## src/rtl/chain_sequencer.sv

```systemverilog
// Timed valve sequencer: walks one slug from inlet k0 through N chambers and out of kN.
// Optional CHAIN_SEQ_STEP_EN adds a 'step' input that gates every DWELL exit.
module chain_sequencer #(
  parameter int N_CHAMBERS = 16,
  parameter int PULSE_CYC  = 4,
  parameter int DWELL_W    = 8
) (
  input  logic                                clk,
  input  logic                                rst_n,
  input  logic                                start,
  input  logic                                abort,
`ifdef CHAIN_SEQ_STEP_EN
  input  logic                                step,
`endif
  input  logic [DWELL_W-1:0]                  dwell,
  output logic [N_CHAMBERS:0]                 valve,
  output logic [$clog2(N_CHAMBERS+1)-1:0]     pos,
  output logic                                busy,
  output logic                                done,
  output logic                                aborted
);

  localparam int POS_W  = $clog2(N_CHAMBERS + 1);
  localparam int PW     = $clog2(PULSE_CYC + 1);
  localparam int CNT_W  = (DWELL_W > PW) ? DWELL_W : PW;
  localparam int VW     = N_CHAMBERS + 1;

  localparam logic [POS_W-1:0] LAST_POS  = POS_W'(N_CHAMBERS - 1);
  localparam logic [POS_W-1:0] DRAIN_POS = POS_W'(N_CHAMBERS);
  localparam logic [CNT_W-1:0] PULSE_LD  = CNT_W'(PULSE_CYC - 1);

  typedef enum logic [2:0] {
    S_IDLE,
    S_FILL,
    S_DWELL,
    S_XFER,
    S_DONE
  } state_t;

  state_t             state_reg;
  logic [CNT_W-1:0]   cnt_reg;
  logic [DWELL_W-1:0] dwell_q_reg;
  logic [CNT_W-1:0]   dwell_ld;
  logic               cnt_zero;
  logic               dwell_go;

  assign dwell_ld = CNT_W'(dwell_q_reg) - CNT_W'(1);
  assign cnt_zero = (cnt_reg == '0);

`ifdef CHAIN_SEQ_STEP_EN
  // A step seen at any point in the current DWELL is remembered until the count expires.
  logic step_seen_reg;

  assign dwell_go = cnt_zero && (step_seen_reg || step);

  always_ff @(posedge clk or negedge rst_n) begin
    if (!rst_n) begin
      step_seen_reg <= 1'b0;
    end else if (state_reg != S_DWELL || dwell_go) begin
      step_seen_reg <= 1'b0;
    end else if (step) begin
      step_seen_reg <= 1'b1;
    end
  end
`else
  assign dwell_go = cnt_zero;
`endif

  always_ff @(posedge clk or negedge rst_n) begin
    if (!rst_n) begin
      state_reg   <= S_IDLE;
      cnt_reg     <= '0;
      dwell_q_reg <= '0;
      pos         <= '0;
      valve       <= '0;
      busy        <= 1'b0;
      done        <= 1'b0;
      aborted     <= 1'b0;
    end else begin
      done    <= 1'b0;
      aborted <= 1'b0;
      if (abort && state_reg != S_IDLE) begin
        // Abort beats any simultaneous expiry; pos is left for the host to inspect.
        state_reg <= S_IDLE;
        cnt_reg   <= '0;
        valve     <= '0;
        busy      <= 1'b0;
        aborted   <= 1'b1;
      end else begin
        case (state_reg)
          S_IDLE: begin
            if (start && !abort) begin
              state_reg   <= S_FILL;
              pos         <= '0;
              dwell_q_reg <= (dwell == '0) ? DWELL_W'(1) : dwell;
              cnt_reg     <= PULSE_LD;
              valve       <= VW'(1);
              busy        <= 1'b1;
            end
          end
          S_FILL: begin
            if (cnt_zero) begin
              state_reg <= S_DWELL;
              cnt_reg   <= dwell_ld;
              valve     <= '0;
            end else begin
              cnt_reg <= cnt_reg - CNT_W'(1);
            end
          end
          S_DWELL: begin
            if (dwell_go) begin
              state_reg <= S_XFER;
              cnt_reg   <= PULSE_LD;
              valve     <= VW'(2) << pos;
            end else if (!cnt_zero) begin
              cnt_reg <= cnt_reg - CNT_W'(1);
            end
          end
          S_XFER: begin
            if (cnt_zero) begin
              valve <= '0;
              if (pos == LAST_POS) begin
                state_reg <= S_DONE;
                pos       <= DRAIN_POS;
                busy      <= 1'b0;
                done      <= 1'b1;
              end else begin
                state_reg <= S_DWELL;
                pos       <= pos + POS_W'(1);
                cnt_reg   <= dwell_ld;
              end
            end else begin
              cnt_reg <= cnt_reg - CNT_W'(1);
            end
          end
          S_DONE: begin
            state_reg <= S_IDLE;
          end
          default: begin
            state_reg <= S_IDLE;
            valve     <= '0;
            busy      <= 1'b0;
          end
        endcase
      end
    end
  end

endmodule

```

## config.mk

```make
export PLATFORM = sky130hd
export DESIGN_NAME = chain_sequencer
export DESIGN_NICKNAME = d
export VERILOG_FILES = /design/src/rtl/chain_sequencer.sv
export SDC_FILE = /design/constraint.sdc
export NUM_CORES = 1
export LEC_CHECK = 0
export ABC_AREA = 1
export BUFFER_PORTS_ARGS = -buffer_cell sky130_fd_sc_hd__buf_2
export CAP_MARGIN = 20
export CORE_AREA = 2 2 72 74
export CTS_CLUSTER_SIZE = 25
export DETAILED_ROUTE_END_ITERATION = 8
export DIE_AREA = 0 0 74 76
export PLACE_DENSITY = 0.84
export SYNTH_ARGS = -nofsm -noshare
export SYNTH_HDL_FRONTEND = slang
export SYNTH_SLANG_ARGS = --single-unit
export TNS_END_PERCENT = 20
```

## constraint.sdc

```tcl
create_clock -name clk -period 2.5 [get_ports clk]
set_input_delay 0.25 -clock clk [delete_from_list [all_inputs] [get_ports clk]]
set_output_delay 0.25 -clock clk [all_outputs]
set_load 0.02 [all_outputs]
```

# Word-level counts from Yosys, hierarchy flattened
# Cells that the tools add are included.
[totals]
register_bits = 44
latch_bits = 0
mem_bits_rw = 0
romBits = 0
output_inout_bits = 25
n_memories = 0
[classes]
add_sub_neg = 3
mul = 0
div = 0
n_lt_le_gt_ge = 0
n_eq_ne = 16
shift = 1
mux = 34
bitwise_logic = 1
n_reduce_logical = 17
[op_table]
columns = ["cell", "n"]
rows = [
  ["$mux W17", 4],
  ["$pmux W17 S4", 1],
  ["$mux W8", 7],
  ["$pmux W8 S4", 1],
  ["$mux W3", 6],
  ["$shl A2 B5 Y17 const A", 1],
  ["$logic_not A8 Y1", 2],
  ["$reduce_and A4 Y1", 4],
  ["$sub A8 B1 Y8 const B", 2],
  ["$mux W5", 3],
  ["$ne A3 B3 Y1 const B", 5],
  ["$pmux W3 S4", 1],
  ["$pmux W5 S2", 1],
  ["$mux W1", 9],
  ["$eq A3 B2 Y1 const B", 2],
  ["$ne A2 B2 Y1 const B", 3],
  ["$reduce_and A3 Y1", 2],
  ["$add A5 B1 Y5 const B", 1],
  ["$eq A5 B4 Y1 const B", 1],
  ["$reduce_bool A5 Y1", 1],
  ["$ne A4 B4 Y1 const B", 1],
  ["$eq A3 B1 Y1 const B", 1],
  ["$eq A3 B3 Y1 const B", 1],
  ["$logic_not A3 Y1", 1],
  ["other kinds (10)", 11],
]

# Longest topological paths before layout
[logic_depth]
ltp_word = 5
mapped_depth = 11
mapped_depth_nobuf = 11

# Worst setup path after synthesis
# Ideal clock, no wire load.
[synth_timing]
path_type = "register to register"
startpoint = "reg pos[1]"
endpoint = "reg cnt_reg[5]"
setup_ps = 116
arrival_time_ps = 1778
t_required_ps = 2384
path_slack_ps = 605
path_stages_with_launch = 12
n_path_buf = 0
period_less_slack_ps = 1895
path_cell_list = "dfrtp_1 > ha_1 > nand2_1 > nor2_1 > ha_1 > nand3_1 > nor2_1 > nand3_1 > nand2_4 > nor2_4 > nand2_1 > nand2_1"
[synth_between]
elab_chain_cells = 3
[synth_lines]
columns = ["element", "line", "rtl"]
rows = [
  ["start, declared", "17", "output logic [$clog2(N_CHAMBERS+1)-1:0] pos,"],
  ["start signal, assigned", "129", "pos <= pos + POS_W'(1);"],
  ["$eq A5 B4 Y1", "122", "if (pos == LAST_POS) begin"],
  ["$ne A4 B4 Y1 (no line)", "-", ""],
  ["$reduce_and A3 Y1 (no line)", "-", ""],
  ["end signal, assigned", "116", "cnt_reg <= cnt_reg - CNT_W'(1);"],
  ["end signal, assigned", "130", "cnt_reg <= dwell_ld;"],
  ["end signal, assigned", "133", "cnt_reg <= cnt_reg - CNT_W'(1);"],
  ["end, declared", "41", "logic [CNT_W-1:0] cnt_reg;"],
]
# Every way passes these cells.
# A chain may end at the register's enable or synchronous reset.

# Worst setup path in the final report
[layout_timing]
startpoint = "reg pos[0]"
endpoint = "reg cnt_reg[5]"
# The elaborated chain is that of the path after synthesis.

==> reports/metrics.cfg <==
[layout]
final_nets=437
largest_register_ffs=17
num_antenna_cells=0
layout-drive-gt1-share=0.147
syn2layout_area_growth_pct=11.8
final_cells=486
finish.utilization=0.616

[power_and_ir_drop]
leakagePower_nw=1.67
ir_worst_vdd_mv=0.832
p_switching_mw=1.53
switching_share=0.488
comb_power_share=0.517
pwr-share-clk=0.145
internal_power_mw=1.60
seqPwrFrac=0.338
powerDensity_nw_per_um2=1030

[placement]
dpl.cell_count=478
io_buffers=36
place_congestion=0.886
preCtsSetupSlack_ns=0.557
hpwl_um=4170

[hold_path]
hold_class=in2async

[die]
rows=26
die_area_sq_um=5620
die_w_um=74
die_h_um=76
io_pins=37
core_sq_um=4910
start_util=0.551

[timing]
setup_violations=0
relSlewSlack=0.367
drv_slew=0
worstMarginPinSlew_ns=0.950
fin_skew_ns=0.00854
fin_setup_tns_ns=0
finalWorstSetupSlack_ns=0.471
rsz0062_at_grt=no
finalHoldViolCount=0
fmaxAchievable_mhz=493
period_share=0.812
fin_worst_hold_slack_ns=0.0988
period_needed_ns=2.03

[detailed_routing]
drt_iter0_markers=174
ant_nets=0
drt-wirelength-per-cell_um=11.4
dr.pass1.iters=5
via_per_inst=5.00
drc_errors=0
wirelength_um=5550
vias=2431

[critical_path]
end_kind=flop
worst_r2r_path_depth=11
start_kind=flop
critPathArrivalTime_ns=2.21
critPathRequiredTime_ns=2.68
cp_max_fo=9
critPathKind=reg2reg

[global_routing]
grt_first_pass_wirelength_um=9940
track_usage=0.218
grt_pass1_vias=2264
grt_overflow=0
antenna_found_initial=0
grt_max_degree=45

[run]
maxCapViolations=0

[clock_tree]
cts_hold_buf=0
clockBufferDepth=2
cts_resized=0
cts_tree=yes
post-cts-setup-buffer-count=0
numCtsBuffers=5
insertion_delay_ns=0.29
cts.sink_count=44
htree_levels=2
cts-root-buf=clkbuf_8
clk_pin_slew_ns=0.08

[synth]
yosys_warnings=0
ys_seq_area_frac=0.407
synth_top_area_cell=dfrtp_1
syn_area_sq_um=2710
ys_top_cells_by_area=dfrtp_1 (41%), nand2_1 (18%), nand3_1 (9.2%)
syn_inst=379
syn-num-nets=401
synth_cell_types=25
synth-seq-cells=44
yosysTopAreaCellShare=0.407
syn_avg_cell_area_sq_um=7.14

[status]
run_status=complete, no violations

## layout make-up
class	count	area [sq um]
Inverter	48	188
Clock buffer	7	86.3
Timing Repair Buffer	36	180
Tap cell	70	87.6
Clock inverter	1	7.51
Sequential cell	44	1100
Multi-Input combinational cell	280	1380
Fill cell	446	1890
## power groups by stage
stage | logic (mW) | clock network, mW | registers (mW)
5_1_grt | 1.88 | 0.489 | 1.08
4_1_cts | 1.62 | 0.462 | 1.05
2_1_floorplan | 1.28 | 0 | 1.08
6_report | 1.62 | 0.453 | 1.06
3_5_place_dp | 1.61 | 0 | 1.07
3_3_place_gp | 1.56 | 0 | 1.06
## critical path, stage by stage, from the launching register on
cell and delay (ns):
dfrtp_1 0.45, ha_1 0.23, nand2_1 0.06, nor2_1 0.10
ha_1 0.21, nand3_1 0.15, nor2_1 0.18, nand3_1 0.18
nand2_4 0.18, nor2_4 0.07, nand2_1 0.07, nand2_1 0.05
## metrics by stage
stage	area, sq um	power, mW
2_1_floorplan	2710	2.35
3_3_place_gp	2930	2.62
3_5_place_dp	2930	2.68
4_1_cts	3030	3.14
5_1_grt	3030	3.45
6_report	3030	3.13
## final timing paths
path	start	endpoint	slack [ns]
hold reg to reg	valve[11]	valve[11]	0.47
hold / removal	rst_n	dwell_q_reg[6]	0.1
setup reg to reg	pos[0]	cnt_reg[5]	0.47
max in group asynchronous	rst_n	valve[0]	1.81
min in group clk	dwell[3]	dwell_q_reg[3]	0.22
setup / recovery	pos[0]	cnt_reg[5]	0.47
## metal layers
layer  global-route usage  share of wire  wire, um  up-vias
met5                    0              0         0        -
met4               0.0545          0.011        61        0
met3               0.0437          0.048       265        8
met2                0.340           0.46      2550       57
met1                0.311           0.48      2670     1103
li1                     -              -         -     1263
## cell families after synthesis
group / after synthesis / share of synthesized area
xor+xnor: 3 / 0.00971
compound gates: 26 / 0.0532
buf+inv: 55 / 0.0851
fa+ha+maj: 10 / 0.0462
simple gates: 241 / 0.399
flops: 44 / 0.407
## cells in the final DEF (no fill, tap or decap), drive strengths merged
master and count:
buf 36, nand2 133, dfrtp 44, nand4 3
xor2 3, inv 48, nor3 10, nand3 51
ha 10, clkbuf 7, a21oi 2, clkinvlp 1
nor2 44, o21ai 23, o21bai 1
## cell usage after synthesis
| library cell | instances |
|---|---|
| inv_6 | 1 |
| inv_2 | 3 |
| nand2_8 | 1 |
| ha_1 | 10 |
| nor3_1 | 10 |
| nand2_1 | 127 |
| nor2_4 | 4 |
| nor2_1 | 39 |
| buf_2 | 4 |
| buf_4 | 1 |
| o21ai_0 | 22 |
| clkbuf_1 | 1 |
| nand2_4 | 5 |
| nor2_2 | 1 |
| o21bai_1 | 1 |
| a21oi_1 | 2 |
| xor2_1 | 3 |
| dfrtp_1 | 44 |
| inv_1 | 43 |
| nand4_1 | 3 |
| buf_6 | 1 |
| inv_4 | 1 |
| nand3_2 | 1 |
| nand3_1 | 50 |
| o21ai_4 | 1 |
Note: power is estimated with default switching activity, not from simulation.
